===== src/rtl/cp0_pkg.sv =====
// rtl/cp0_pkg.sv - CP0 register indices, cause codes, Status bit positions and shared types
package cp0_pkg;

    localparam logic [4:0] CP0_COUNT   = 5'd9;
    localparam logic [4:0] CP0_COMPARE = 5'd11;
    localparam logic [4:0] CP0_STATUS  = 5'd12;
    localparam logic [4:0] CP0_CAUSE   = 5'd13;
    localparam logic [4:0] CP0_EPC     = 5'd14;

    localparam logic [4:0] EXC_INT = 5'h00;
    localparam logic [4:0] EXC_SYS = 5'h08;
    localparam logic [4:0] EXC_BP  = 5'h09;
    localparam logic [4:0] EXC_TEQ = 5'h0d;

    localparam int ST_IE     = 0;
    localparam int ST_EN_SYS = 1;
    localparam int ST_EN_BP  = 2;
    localparam int ST_EN_TEQ = 3;

    localparam logic [31:0] STATUS_RST = 32'h0000_FF0F;
    localparam logic [2:0]  DEPTH_MAX  = 3'd6;

    typedef enum logic {S_RUN, S_HANDLER} cp0_state_e;

    // Per-cause enable bit in Status; unknown codes are never enabled.
    function automatic logic trap_enabled(input logic [31:0] status, input logic [4:0] code);
        case (code)
            EXC_SYS: return status[ST_EN_SYS];
            EXC_BP:  return status[ST_EN_BP];
            EXC_TEQ: return status[ST_EN_TEQ];
            default: return 1'b0;
        endcase
    endfunction

endpackage


===== src/rtl/cp0_timer.sv =====
// rtl/cp0_timer.sv - free-running Count, Compare and sticky Count==Compare interrupt flag
module cp0_timer (
    input  logic        CLK,
    input  logic        RST,
    input  logic        i_count_we,
    input  logic        i_compare_we,
    input  logic [31:0] i_wdata,
    output logic [31:0] o_count,
    output logic [31:0] o_compare,
    output logic        o_timer_int
);

    logic [31:0] r_count;
    logic [31:0] r_compare;
    logic        r_timer_int;

    always_ff @(posedge CLK) begin
        if (RST) begin
            r_count     <= '0;
            r_compare   <= '0;
            r_timer_int <= 1'b0;
        end else begin
            r_count <= i_count_we ? i_wdata : r_count + 32'd1;
            if (i_compare_we)
                r_compare <= i_wdata;
            // Writing Compare acknowledges the timer even on a same-cycle match.
            if (i_compare_we)
                r_timer_int <= 1'b0;
            else if (r_count == r_compare && r_compare != 32'd0)
                r_timer_int <= 1'b1;
        end
    end

    assign o_count     = r_count;
    assign o_compare   = r_compare;
    assign o_timer_int = r_timer_int;

endmodule


===== src/rtl/cp0_intc.sv =====
// rtl/cp0_intc.sv - coprocessor 0 with trap/interrupt arbitration and nested Status mask stack
module cp0_intc
    import cp0_pkg::*;
#(
    parameter int          N_INT       = 6,
    parameter logic [31:0] HANDLER_PC0 = 32'h0040_0004,
    parameter logic [31:0] EPC_ADJ     = 32'h4,
    parameter int          STK_SH      = 5
) (
    input  logic             CLK,
    input  logic             RST,
    input  logic             MFC0,
    input  logic             MTC0,
    input  logic [4:0]       RDC,
    input  logic [31:0]      DATA_IN,
    input  logic [31:0]      PC,
    input  logic             EXC_REQ,
    input  logic [4:0]       EXC_CODE,
    input  logic             ERET,
    input  logic [N_INT-1:0] INT_IN,
    output logic [31:0]      DATA_OUT,
    output logic [31:0]      STATUS,
    output logic [31:0]      EPC_OUT,
    output logic             EXC_TAKEN,
    output logic [31:0]      HANDLER_PC,
    output logic             TIMER_INT
);

    cp0_state_e  r_state, w_state_next;
    logic [2:0]  r_depth;
    logic [31:0] r_status;
    logic [31:0] r_epc;
    logic [4:0]  r_cause_code;
    logic [1:0]  r_sw_ip;
    logic        r_exc_taken;

    logic [31:0] w_count, w_compare;
    logic        w_timer_int;
    logic [6:0]  w_int_ext;
    logic [7:0]  w_ip;
    logic        w_trap_ok, w_int_req, w_take, w_eret_ok, w_wr_en;
    logic [31:0] w_rdata;

    assign w_int_ext = {{(7 - N_INT){1'b0}}, INT_IN};
    // Software-written IP[1:0] stays pending until software clears it.
    assign w_ip      = {w_timer_int, w_int_ext[6:2], w_int_ext[1:0] | r_sw_ip};

    assign w_trap_ok = EXC_REQ & r_status[ST_IE] & trap_enabled(r_status, EXC_CODE);
    assign w_int_req = r_status[ST_IE] & |(w_ip & r_status[15:8]);
    assign w_take    = w_trap_ok | w_int_req;
    assign w_eret_ok = ERET & (r_state == S_HANDLER) & ~w_take;
    assign w_wr_en   = MTC0 & ~w_take & ~w_eret_ok;

    cp0_timer u_timer (
        .CLK          (CLK),
        .RST          (RST),
        .i_count_we   (w_wr_en && RDC == CP0_COUNT),
        .i_compare_we (w_wr_en && RDC == CP0_COMPARE),
        .i_wdata      (DATA_IN),
        .o_count      (w_count),
        .o_compare    (w_compare),
        .o_timer_int  (w_timer_int)
    );

    always_ff @(posedge CLK) begin
        if (RST)
            r_state <= S_RUN;
        else
            r_state <= w_state_next;
    end

    always_comb begin
        w_state_next = r_state;
        case (r_state)
            S_RUN:     if (w_take) w_state_next = S_HANDLER;
            S_HANDLER: if (w_eret_ok && r_depth == 3'd1) w_state_next = S_RUN;
            default:   w_state_next = S_RUN;
        endcase
    end

    always_ff @(posedge CLK) begin
        if (RST) begin
            r_status     <= STATUS_RST;
            r_epc        <= '0;
            r_cause_code <= '0;
            r_sw_ip      <= '0;
            r_depth      <= '0;
            r_exc_taken  <= 1'b0;
        end else begin
            r_exc_taken <= w_take;
            if (w_take) begin
                // Shifting Status pushes the current IE/enables/IM one level up the stack.
                r_status     <= r_status << STK_SH;
                r_cause_code <= w_trap_ok ? EXC_CODE : EXC_INT;
                r_epc        <= w_trap_ok ? PC - EPC_ADJ : PC;
                if (r_depth != DEPTH_MAX)
                    r_depth <= r_depth + 3'd1;
            end else if (w_eret_ok) begin
                r_status <= r_status >> STK_SH;
                r_depth  <= r_depth - 3'd1;
            end else if (w_wr_en) begin
                case (RDC)
                    CP0_STATUS: r_status <= DATA_IN;
                    CP0_CAUSE:  r_sw_ip  <= DATA_IN[9:8];
                    CP0_EPC:    r_epc    <= DATA_IN;
                    default:    ;
                endcase
            end
        end
    end

    always_comb begin
        w_rdata = '0;
        if (MFC0) begin
            case (RDC)
                CP0_COUNT:   w_rdata = w_count;
                CP0_COMPARE: w_rdata = w_compare;
                CP0_STATUS:  w_rdata = r_status;
                CP0_CAUSE:   w_rdata = {16'h0, w_ip, 1'b0, r_cause_code, 2'b00};
                CP0_EPC:     w_rdata = r_epc;
                default:     w_rdata = '0;
            endcase
        end
    end

    assign DATA_OUT   = w_rdata;
    assign STATUS     = r_status;
    assign EPC_OUT    = r_epc;
    assign EXC_TAKEN  = r_exc_taken;
    assign HANDLER_PC = HANDLER_PC0;
    assign TIMER_INT  = w_timer_int;

endmodule


===== config.mk =====
export PLATFORM = sky130hd
export DESIGN_NAME = cp0_intc
export DESIGN_NICKNAME = d
export VERILOG_FILES = /design/src/rtl/cp0_pkg.sv /design/src/rtl/cp0_timer.sv /design/src/rtl/cp0_intc.sv
export SDC_FILE = /design/constraint.sdc
export NUM_CORES = 1
export LEC_CHECK = 0
export CAP_MARGIN = 10
export CORE_MARGIN = 2
export CORE_UTILIZATION = 55
export CTS_CLUSTER_DIAMETER = 80
export CTS_CLUSTER_SIZE = 10
export DETAILED_ROUTE_END_ITERATION = 8
export GPL_TIMING_DRIVEN = 0
export PLACE_DENSITY = 0.94
export SYNTH_ARGS = -nofsm -noshare
export SYNTH_HDL_FRONTEND = slang
export SYNTH_SLANG_ARGS = --single-unit

===== constraint.sdc =====
create_clock -name CLK -period 3.9 [get_ports CLK]
set_clock_uncertainty 0.05 [all_clocks]
set_input_delay 0.585 -clock CLK [delete_from_list [all_inputs] [get_ports CLK]]
set_output_delay 0.585 -clock CLK [all_outputs]
set_load 0.05 [all_outputs]

==> impl_results.md, run 1 <==
* Global-route wire length before repair at between 50000 and 60000 um
* Synth area leader: dfxtp_1
* Met3 wire length at about 5000 um
* Reg-to-Reg End: EPC_OUT[18]$_SDFFE_PP0P_
* # IOs at between 200 and 250
* Post-detailed-route via-to-cell ratio at 6.54
* Slew Limit Fails at 0
* Remaining DRCs at 0
* Leak at about 4.5 nW
* Max VDD drop at around 0.00037 V
* Pre-CTS setup slack at -0.477 ns
* Worst Hold Endpoint: r_cause_code[3]$_SDFFE_PP0N_
* Worst Hold Slack at about 0.43 ns
* Tcrit/Tclk final at 98.5%
* Worst skew pair latency at between 0.4 and 0.5 ns
* IO buf count at 181
* DR pass1 iterations at 9
* Cell Area, Placed at ~11000 sq um
* Largest net degree at the start of global routing at 17
* Class of the worst hold path: register to register
* Outcome: complete, no violations
* Detailed route wirelength on metal2 at about 16000 um
* Num CTS Buffers at 17
* Top FF cell, synth: dfxtp_1
* Max Cap Viol at 0
* Commonest non-fill, non-tap cells in the layout: nor2_1, clkdlybuf4s50_1, dfxtp_1
* Post-synthesis cell count at 1129
* M1 WL at around 13000 um
* Final Hold Fails at 0
* Syn Area/Cell at about 8 sq um
* Top-area cell type share of the netlist area at a little under a third
* DP HPWL at 27500 um
* Async S/R FF share, synth at 0%
* Ranking of synthesized cells by area: dfxtp_1, mux2i_1, nor2_1
* Worst Slack Setup Final at about 0.057 ns
* CTS tree: built
* Highest clock rate at between 0.2 and 0.3 GHz
* Fin crit period at 3.84 ns
* CP Data Required Time at between 3 and 4 ns
* # fillers at 1254
* Hold path cells at 2
* Flop-to-flop setup slack at around 0.73 ns
* Final core occ at between 70% and 80%
* Worst slew margin at 32.1%
* Hold_sp: r_cause_code[3]$_SDFFE_PP0N_
* Slowest stage delay, CP at 0.56 ns
* Longest Clk Path Bufs at 2
* Netlist cell types at 71
* Unrepaired setup endpoints after global routing: false
* Initial antenna violation count at 1
* Cells along the critical path: clkdlybuf4s50_1, and4bb_1, and2_1, o21ai_1, clkbuf_2, nor2_1, dlygate4sd2_1
* Number of flops mapped to enable cells by yosys at 0
* Core area at between 15000 and 20000 sq um
* Commonest non-fill, non-tap cell in the layout: nor2_1
* Global route overflow at 0
* Initial DRC Count at between 1500 and 2000
* Final instance area at around 12000 sq um
* Arr. time, crit path at about 3.2 ns
* Via count at 10400
* CTS H-tree lvls at 4
* Largest fanout on the critical path at 10
* Slew at the pin closest to its max-slew limit at ~1 ns
* Clock root cell: clkbuf_16
* Ys Warns at 0
* Area delta synth->final at 30.0%
* Vias in the first global route at between 9000 and 10000
* CP Class: input pin to primary output
* Initial core utilization at a little under three fifths
* WL/cell at approximately 23 um
* ANT nets after route at 0
* Placer Congestion at just over 1
* PD cells at 416 nW/um^2
* Row cnt at 46
* GRT Total Usage at between 40% and 50%
* Crit path launch type: input pin
* Worst R2R Start: STATUS[11]$_SDFFE_PP1P_
* Crit end category: primary output
* Cts hold-fix bufs at 0
* CTS clk-pin slew, worst paths at around 0.060 ns
* Final setup vio count at 0
* Layout cell share with drive strength beyond 1 at under 10%
* Synth Cell Area at approximately 9000 sq um
* Crit-path slowest cell: dlygate4sd2_1
* Nets at between 1000 and 1500
* #FFs+latches synth at roughly 140
* Register area share after synthesis at between 30% and 40%
* Worst R2R Path Depth at 8
* Die H at roughly 130 um
* Antenna cells at 0
* Clock sink count at 141
* Final wirelength at between 30000 and 40000 um
* Die width at roughly 130 um
* Die footprint at approximately 18000 sq um
* DR top layer: met4
## sequential cells by signal, indices dropped and copies added (netlist names)
register,cells
EXC_TAKEN,1
r_sw_ip,2
r_depth,3
r_state,1
EPC_OUT,32
u_timer.o_compare,32
u_timer.o_timer_int,1
STATUS,32
r_cause_code,5
u_timer.o_count,32
## cells by family after synthesis
family | after synthesis | share of synthesized area (%)
adders and majority gates | 6 | 0.827
muxes | 114 | 12.9
other | 2 | 0.0827
DFF | 141 | 31.1
and+or+nand+nor | 417 | 21.7
AOI/OAI and AO/OA | 240 | 19.3
xor gates and xnor gates | 72 | 6.95
buffers and inverters | 137 | 7.15
## Yosys cell counts, drive strengths merged (10+ instances only)
library cell / number
a211o: 21
a211oi: 38
a21o: 12
a21oi: 60
a221oi: 22
a311oi: 24
buf: 51
clkbuf: 75
dfxtp: 141
inv: 11
mux2: 24
mux2i: 90
nand2: 85
nand3: 25
nand4: 26
nor2: 184
nor3: 15
nor4: 19
o21ai: 10
o22ai: 10
o31ai: 10
or4: 13
xnor2: 59
xor2: 13
## layout make-up
type                            count  area (sq um)  area share, %
Timing Repair Buffer              181          1770           15.0
Buffer                            125           614           5.20
Clock inverter                      8           118          0.996
Inverter                           11          41.3          0.350
Tap cell                          216           270           2.29
Multi-Input combinational cell    881          5720           48.4
Sequential cell                   141          2820           23.9
Clock buffer                       22           454           3.85
## how the worst max path moves through the flow
stage | from | endpoint | slack [ns] | cells past startpoint
6_report | RDC[4] | DATA_OUT[16] | 0.06 | 7
5_1_grt | RDC[4] | DATA_OUT[16] | 0.06 | 7
4_1_cts | RDC[4] | DATA_OUT[16] | 0.02 | 8
3_5_place_dp | RDC[1] | DATA_OUT[14] | -0.48 | 8
3_3_place_gp | RDC[1] | DATA_OUT[7] | -0.41 | 8
2_1_floorplan | RDC[0] | DATA_OUT[16] | 0.77 | 7
## per-layer routing
metal  vias to the layer above  GRT usage, %
met3                       197          10.7
met1                      4741          50.9
met2                       919          62.8
li1                       4512             -
met5                         -             0
met4                         0          21.7
## metrics by stage
stage	instances	total power, mW	setup TNS, ns
global placement	1556	3.22	-9.90
floorplan	1159	2.66	0
CTS	1586	4.84	0
detailed placement	1556	3.24	-11.67
finish	1585	4.91	0
global route	1585	5.02	0
## report_power, final
group | leakage (nW) | switching, mW | internal [mW] | total [mW]
clock network | 0.280 | 0.624 | 1.01 | 1.63
logic | 3.02 | 0.976 | 0.518 | 1.49
registers | 1.15 | 0.218 | 1.57 | 1.78
## worst max-delay path, delay by kind of cell
family,cells,cell delay (ns)
AOI/OAI and AO/OA,1,0.25
and+or+nand+nor,3,1.02
buffers and inverters,3,1.35
## repair_timing
action / in CTS / in global routing
pin swaps: 0 / 0
resized for setup: 44 / 8
buffers inserted: 0 / 0
endpoints found under the setup margin: 32 / 28
(Power assumes the default switching activity.)
==> run 2: changes to the inputs <==
- CELL_PAD_IN_SITES_DETAIL_PLACEMENT: unset -> 1
- CELL_PAD_IN_SITES_GLOBAL_PLACEMENT: unset -> 1
- CORE_MARGIN: 2 -> 1.5
- CORE_UTILIZATION: 55 -> 40
- SYNTH_HIERARCHICAL: unset -> 1
==> run 2 against run 1 <==
  * Non-clock buffer count decreased by 7
  * Clock-buffer cell count shrank 4
  * Core utilization decreased by 20 points
  * First-iteration DRC count decreased by 25%
  * Critical path depth up 4
  * Global-route usage decreased by 4.8 points
  * Setup slack better by 0.073 ns
  * Sequential power down 3%
  * Wire length increased by 16%
  * Clock power increased by 6%
  * Register-to-register slack worse by 0.43 ns
  * Critical path type is now input pin to register
  * Largest power group unchanged
  * Highest routed layer unchanged
==> impl_results.md, run 2 <==
* Area delta synth->final at 32.3%
* Clock root cell: clkbuf_16
* Hold path cells at 1
* Nets at around 1400
* Crit end category: register
* Global route overflow at 0
* Top FF cell, synth: dfxtp_1
* Netlist cell types at 66
* Vias in the first global route at roughly 10000
* Ys Warns at 6
* Final setup vio count at 0
* Ranking of synthesized cells by area: dfxtp_1, mux2i_1, nor2_1
* #FFs+latches synth at approximately 140
* Async S/R FF share, synth at 0%
* Largest net degree at the start of global routing at 17
* Commonest non-fill, non-tap cell in the layout: nor2_1
* Worst slew margin at 30.0%
* Worst skew pair latency at ~0.43 ns
* CTS clk-pin slew, worst paths at approximately 0.060 ns
* Leak at ~4.7 nW
* Longest Clk Path Bufs at 2
* Commonest non-fill, non-tap cells in the layout: nor2_1, clkdlybuf4s50_1, dfxtp_1
* Clock sink count at approximately 140
* CTS tree: built
* Remaining DRCs at 0
* Arr. time, crit path at between 4 and 5 ns
* Via count at 10400
* Final Hold Fails at 0
* Slew at the pin closest to its max-slew limit at between 1 and 1.5 ns
* Sw Share at a little under two fifths
* Power Internal at about 3.0 mW
* Num CTS Buffers at 17
* PD cells at 403 nW/um^2
* Initial DRC Count at ~1200
* Crit path launch type: input pin
* Class of the worst hold path: register to register
* Register area share after synthesis at between 30% and 40%
* Commonest cells in the netlist: nor2_1, dfxtp_1, nand2_1
* Clock power frac at roughly 36%
* Row cnt at 54
* Top-area cell type share of the netlist area at between 30% and 40%
* Largest fanout on the critical path at 10
* Die H at around 150 um
* CTS H-tree lvls at 4
* Max Cap Viol at 0
* DP HPWL at between 30000 and 40000 um
* # IOs at 216
* Placed instance count at 1615
* Synth area leader: dfxtp_1
* Combinational share of power at 27.6%
* Seq pwr share at 36.3%
* Fin crit period at around 3.8 ns
* Post-detailed-route via-to-cell ratio at 6.29
* Initial core utilization at 40.8%
* ANT nets after route at 0
* Layout cell share with drive strength beyond 1 at 10.1%
* Post-synthesis cell count at roughly 1100
* CP Data Required Time at 4.14 ns
* Switching pwr at approximately 1.7 mW
* Tcrit/Tclk final at a little over nine tenths
* CP Class: input pin to register
* Number of flops mapped to enable cells by yosys at 0
* Synth Cell Area at between 8000 and 9000 sq um
* Worst R2R Path Depth at 10
* IO buf count at 180
* Cts hold-fix bufs at 0
* Most numerous cell in the Yosys netlist: nor2_1
* Placer Congestion at around 0.99
* Initial antenna violation count at 1
* Worst Hold Slack at between 0.4 and 0.5 ns
* DR pass1 iterations at 5
* Slew Limit Fails at 0
* Die width at roughly 150 um
* Die footprint at around 23000 sq um
* WL/cell at roughly 26 um
* Final wirelength at ~42000 um
* Global-route wire length before repair at ~64000 um
* GRT Total Usage at approximately 35%
* Syn Area/Cell at ~7.9 sq um
* Highest clock rate at 0.265 GHz
* Outcome: complete, no violations
* Core area at 21900 sq um
* Max VDD drop at around 0.00021 V
* Non-Filler Instances at about 1700
-- run 2: cell types whose count changed in the layout (fill, tap and decap cells not counted), sizes merged, moves of 15 or more --
cell and change:
nand3 +19, dlygate4sd2 -22, a211o -15, mux2 -18
nand2 +19, xor2 +40, xnor2 -25
-- run 2: path summary, 6_finish.rpt --
check,startpoint,to,slack [ns]
setup / recovery,INT_IN[2],u_timer/o_count[4]$_SDFF_PP0_,0.13
hold / removal,r_cause_code[1]$_SDFFE_PP0N_,r_cause_code[1]$_SDFFE_PP0N_,0.42
setup reg to reg,STATUS[11]$_SDFFE_PP1P_,u_timer/o_count[4]$_SDFF_PP0_,0.30
hold reg to reg,r_cause_code[1]$_SDFFE_PP0N_,r_cause_code[1]$_SDFFE_PP0N_,0.42
-- run 2: cell type report --
| type | count | area (sq um) |
|---|---|---|
| Inverter | 14 | 52.6 |
| Multi-Input combinational cell | 884 | 5650 |
| Tap cell | 280 | 350 |
| Clock buffer | 18 | 439 |
| Clock inverter | 14 | 168 |
| Buffer | 116 | 589 |
| Antenna cell | 1 | 2.50 |
| Timing Repair Buffer | 183 | 1740 |
| Sequential cell | 141 | 2820 |
| Fill cell | 2703 | 10100 |
-- run 2: cells by family after synthesis --
kind of cell | Yosys count | synth area share [%]
adder cells (fa/ha/maj) | 6 | 0.841
AO/OA/AOI/OAI | 207 | 16.0
multiplexers | 104 | 11.7
other | 2 | 0.0841
buffers and inverters | 130 | 6.99
XOR/XNOR | 87 | 8.53
flip-flops | 141 | 31.6
AND/OR/NAND/NOR | 448 | 24.2
-- run 2: critical path: stages --
cell and delay, ns:
clkdlybuf4s50_1 0.43, a222oi_1 0.36, a41o_2 0.36, o21ai_1 0.16, clkbuf_2 0.28, clkbuf_2 0.31, nor4_4 0.43, buf_1 0.57
nor2_1 0.15, a21oi_1 0.28, nor2_1 0.08
-- run 2: power groups by stage --
| stage | sequential [mW] | clock (mW) | combinational [mW] |
|---|---|---|---|
| 2_1_floorplan | 1.96 | 0 | 0.500 |
| 3_3_place_gp | 1.73 | 0 | 1.22 |
| 3_5_place_dp | 1.74 | 0 | 1.25 |
| 4_1_cts | 1.71 | 1.71 | 1.28 |
| 5_1_grt | 1.72 | 1.77 | 1.36 |
| 6_report | 1.72 | 1.72 | 1.31 |
-- run 2: repair_timing --
action                                  in CTS  in global routing
endpoints found under the setup margin      94                 88
setup buffers                                3                  0
gates resized for setup                     45                 53
pin swaps                                    1                  0
-- run 2: stage by stage --
| step | util, % | TNS, ns | power [mW] | cell area, sq um | setup WS, ns |
|---|---|---|---|---|---|
| floorplan | - | 0 | 2.46 | 9040 | 0.628 |
| global placement | 51.1 | -66.04 | 2.95 | 11200 | -1.11 |
| detailed placement | 51.1 | -76.73 | 2.99 | 11200 | -1.18 |
| CTS | 54.2 | 0 | 4.69 | 11900 | 0.00752 |
| global route | 54.0 | -0.0943 | 4.86 | 11800 | -0.0335 |
| finish | 54.0 | 0 | 4.76 | 11800 | 0.130 |
-- run 2: routing by layer --
metal | routed length, um | part of all wire [%] | track usage, % | up-vias
met5 | 0 | 0 | 0 | -
met4 | 2520 | 6.0 | 19.9 | 0
met3 | 4390 | 10 | 7.45 | 181
met2 | 18600 | 44 | 54.9 | 770
met1 | 16800 | 40 | 45.9 | 4991
li1 | - | - | - | 4437
==> run 3: changes to the inputs <==
- ABC_AREA: unset -> 1
- CAP_MARGIN: 10 -> unset
- CORE_UTILIZATION: 40 -> 36
- PLACE_DENSITY: 0.94 -> 0.89
- clock period: 3.9 -> 4 ns (I/O delays scaled with it)
==> run 3 against run 2 <==
  * Sequential share of layout area down 2.3 points
  * Core utilization fell by 6.8 points
  * Highest routed layer unchanged
  * First-iteration DRC count is 19% lower
  * Largest power group unchanged
  * Sequential power about the same
  * Wire length grew 15%
  * Critical path depth shrank 4
  * Worst hold slack got worse by 0.020 ns
  * Register-to-register slack better by 0.31 ns
  * Area after synthesis rose by 13%
==> impl_results.md, run 3 <==
* Placed instance count at 2240
* Final instance area at 13100 sq um
* Longest Clk Path Bufs at 2
* Initial core utilization at between 30 and 40%
* Arr. time, crit path at ~3.3 ns
* Largest net degree at the start of global routing at 17
* Final Hold Fails at 0
* Largest family of logic cells by synthesized area: simple AND/OR/NAND/NOR gates
* Post-Synth Adder-Cell Area at less than 1%
* Remaining DRCs at 0
* WL/cell at 21.4 um
* Commonest non-fill, non-tap cells in the layout: nand2_1, inv_1, nor2_1
* Final wirelength at between 40000 and 50000 um
* Final setup vio count at 0
* Flop-to-flop setup slack at about 0.61 ns
* Max Cap Viol at 0
* IO buf count at around 180
* Worst skew pair latency at around 0.44 ns
* Post-synthesis cell count at ~1600
* Crit-path slowest cell: clkdlybuf4s50_1
* Xor and xnor fraction of the mapped netlist area at approximately 4.3%
* Cells along the critical path: clkdlybuf4s50_1, inv_1, nor2_2, clkbuf_1, nand4_1, a21oi_1, clkdlybuf4s50_1
* Commonest non-fill, non-tap cell in the layout: nand2_1
* Syn Area/Cell at about 6 sq um
* Die width at about 170 um
* Slew at the pin closest to its max-slew limit at between 0.6 and 0.7 ns
* ANT nets after route at 0
* Hold_sp: r_cause_code[1]$_SDFFE_PP0N_
* Outcome: complete, no violations
* Placer Congestion at just under 1
* Area delta synth->final at 29.8%
* # IOs at 216
* Clock root cell: clkbuf_16
* Tcrit/Tclk final at between 90% and 100%
* Crit end category: primary output
* Non-Filler Instances at 2273
* CP most frequent cell: clkdlybuf4s50_1
* GRT Total Usage at 33.4%
* Global route overflow at 0
* Slowest stage delay, CP at ~0.86 ns
* Unrepaired setup endpoints after global routing: false
* Leak at 6.15 nW
* Ranking of synthesized cells by area: dfxtp_1, nand2_1, inv_1
* Ys Warns at 6
* Crit path launch type: input pin
* Crit path max-delay family: buffers and inverters
* Class of the worst hold path: register to register
* Post-detailed-route via-to-cell ratio at around 5.4
* CTS H-tree lvls at 4
* Netlist cell types at a little under 50
* Synth area leader: dfxtp_1
* Num CTS Buffers at 17
* Initial antenna violation count at 1
* Worst Hold Endpoint: r_cause_code[1]$_SDFFE_PP0N_
* PD cells at ~380 nW/um^2
* Async S/R FF share, synth at 0%
* Global-route wire length before repair at 72100 um
* Worst Hold Slack at between 0.4 and 0.5 ns
* DP HPWL at between 30000 and 40000 um
* Reg-to-Reg End: u_timer/o_compare[8]$_SDFFE_PP0P_
* Worst Path Buf+Inv at 4
* Die footprint at between 20000 and 30000 sq um
* Clock sink count at around 140
* Synth Cell Area at 10100 sq um
* #FFs+latches synth at between 100 and 150
* Number of flops mapped to enable cells by yosys at 0
* Max VDD drop at between 0.0003 and 0.0004 V
* Register area share after synthesis at 28.0%
* CP Data Required Time at between 3 and 4 ns
* Worst slew margin at a little over half
* Die H at between 150 and 200 um
* Core area at approximately 28000 sq um
* Largest fanout on the critical path at 10
* CTS clk-pin slew, worst paths at around 0.070 ns
* Most numerous cell in the Yosys netlist: nand2_1
* Simple-Gate Fraction of Synth Area at 35.9%
* Top FF cell, synth: dfxtp_1
* Via count at approximately 12000
* Complex-gate fraction of the synthesized area at 16.2%
* CP Class: input pin to primary output
* Initial DRC Count at 985
* DR pass1 iterations at 5
* Row cnt at between 60 and 70
* Slew Limit Fails at 0
* Hold path cells at 2
* Mux cell area share after synthesis at less than 1%
* CTS tree: built
* Commonest cells in the netlist: nand2_1, inv_1, nor2_1
* Vias in the first global route at around 12000
* Fin crit period at ~3.9 ns
* Highest clock rate at between 0.2 and 0.3 GHz
* Cell Area, Placed at roughly 12000 sq um
* Worst R2R Start: STATUS[13]$_SDFFE_PP1P_
* Worst R2R Path Depth at 15
* Cts hold-fix bufs at 0
* Layout cell share with drive strength beyond 1 at under 10%
* Top-area cell type share of the netlist area at between 20% and 30%
* Nets at between 1500 and 2000
-- run 3: cell types whose count changed after synthesis, moves of 25 or more --
cell | previous run | this run
a21oi_1 | 58 | 93
a311oi_1 | 27 | 0
o21ai_0 | 22 | 92
nand4_1 | 19 | 51
a211oi_1 | 32 | 0
nor4_1 | 27 | 0
mux2i_1 | 98 | 6
nand3_1 | 42 | 89
xor2_1 | 53 | 28
inv_1 | 14 | 196
nand2_1 | 104 | 465
-- run 3: logic make-up after synthesis --
logic type,count (synthesis)
buffers and inverters,321
adders and majority gates,6
other,2
xor gates and xnor gates,50
AOI/OAI and AO/OA,287
muxes,6
DFF,141
and+or+nand+nor,836
-- run 3: per-stage QoR --
stage,setup slack [ns],setup TNS [ns],util (%),total power [mW]
final,0.0935,0,47.2,4.94
after global routing,0.0109,0,47.2,5.09
after CTS,0.00994,0,47.1,4.92
after detailed placement,-0.267,-3.34,45.1,3.33
after global placement,-0.296,-3.77,45.1,3.29
after floorplan,1.12,0,-,2.67
-- run 3: power breakdown --
group | leakage (nW) | internal, mW | switching, mW
logic | 4.72 | 0.514 | 1.09
registers | 1.15 | 1.52 | 0.216
clock network | 0.274 | 0.883 | 0.717
-- run 3: worst reg2reg max path, cell delays in order, from the launching register on --
cell      delay [ns]
dfxtp_1         0.58
nand2_1         0.09
inv_1           0.07
nor2_1          0.05
nand4_1         0.09
nand2_2         0.15
nand2_8         0.14
inv_2           0.09
buf_2           0.21
nand2_1         0.16
nor2_1          0.06
clkbuf_1        0.25
inv_1           0.16
clkbuf_1        0.41
clkbuf_1        0.54
a21oi_1         0.16
-- run 3: final cells by class --
| type | instances | area (sq um) |
|---|---|---|
| diodes | 1 | 2.50 |
| flip-flops and latches | 141 | 2820 |
| clock inverters | 14 | 133 |
| plain buffers | 111 | 637 |
| inverters | 210 | 790 |
| well taps | 378 | 473 |
| clock buffers | 18 | 439 |
| repair buffers | 183 | 1840 |
| multi-input cells | 1217 | 5950 |
| fillers | 3770 | 14600 |
-- run 3: worst max-delay path by stage --
stage | start | endpoint | slack [ns] | cells past startpoint
floorplan | RDC[0] | DATA_OUT[8] | 1.12 | 6
global placement | RDC[0] | DATA_OUT[15] | -0.30 | 8
finish | RDC[0] | DATA_OUT[3] | 0.09 | 7
detailed placement | RDC[4] | DATA_OUT[15] | -0.27 | 8
global route | RDC[0] | DATA_OUT[4] | 0.01 | 8
CTS | RDC[0] | DATA_OUT[10] | 0.01 | 8
-- run 3: repair_timing --
item	CTS	global route
endpoints found under the setup margin	25	15
buffers inserted	0	0
resized for setup	19	15
-- run 3: per-layer routing --
metal	global-route usage, %	up-vias	wire (um)
li1	-	5728	-
met4	16.2	0	2000
met1	40.0	5809	19200
met3	4.74	123	3670
met5	0	-	0
met2	58.5	592	23700
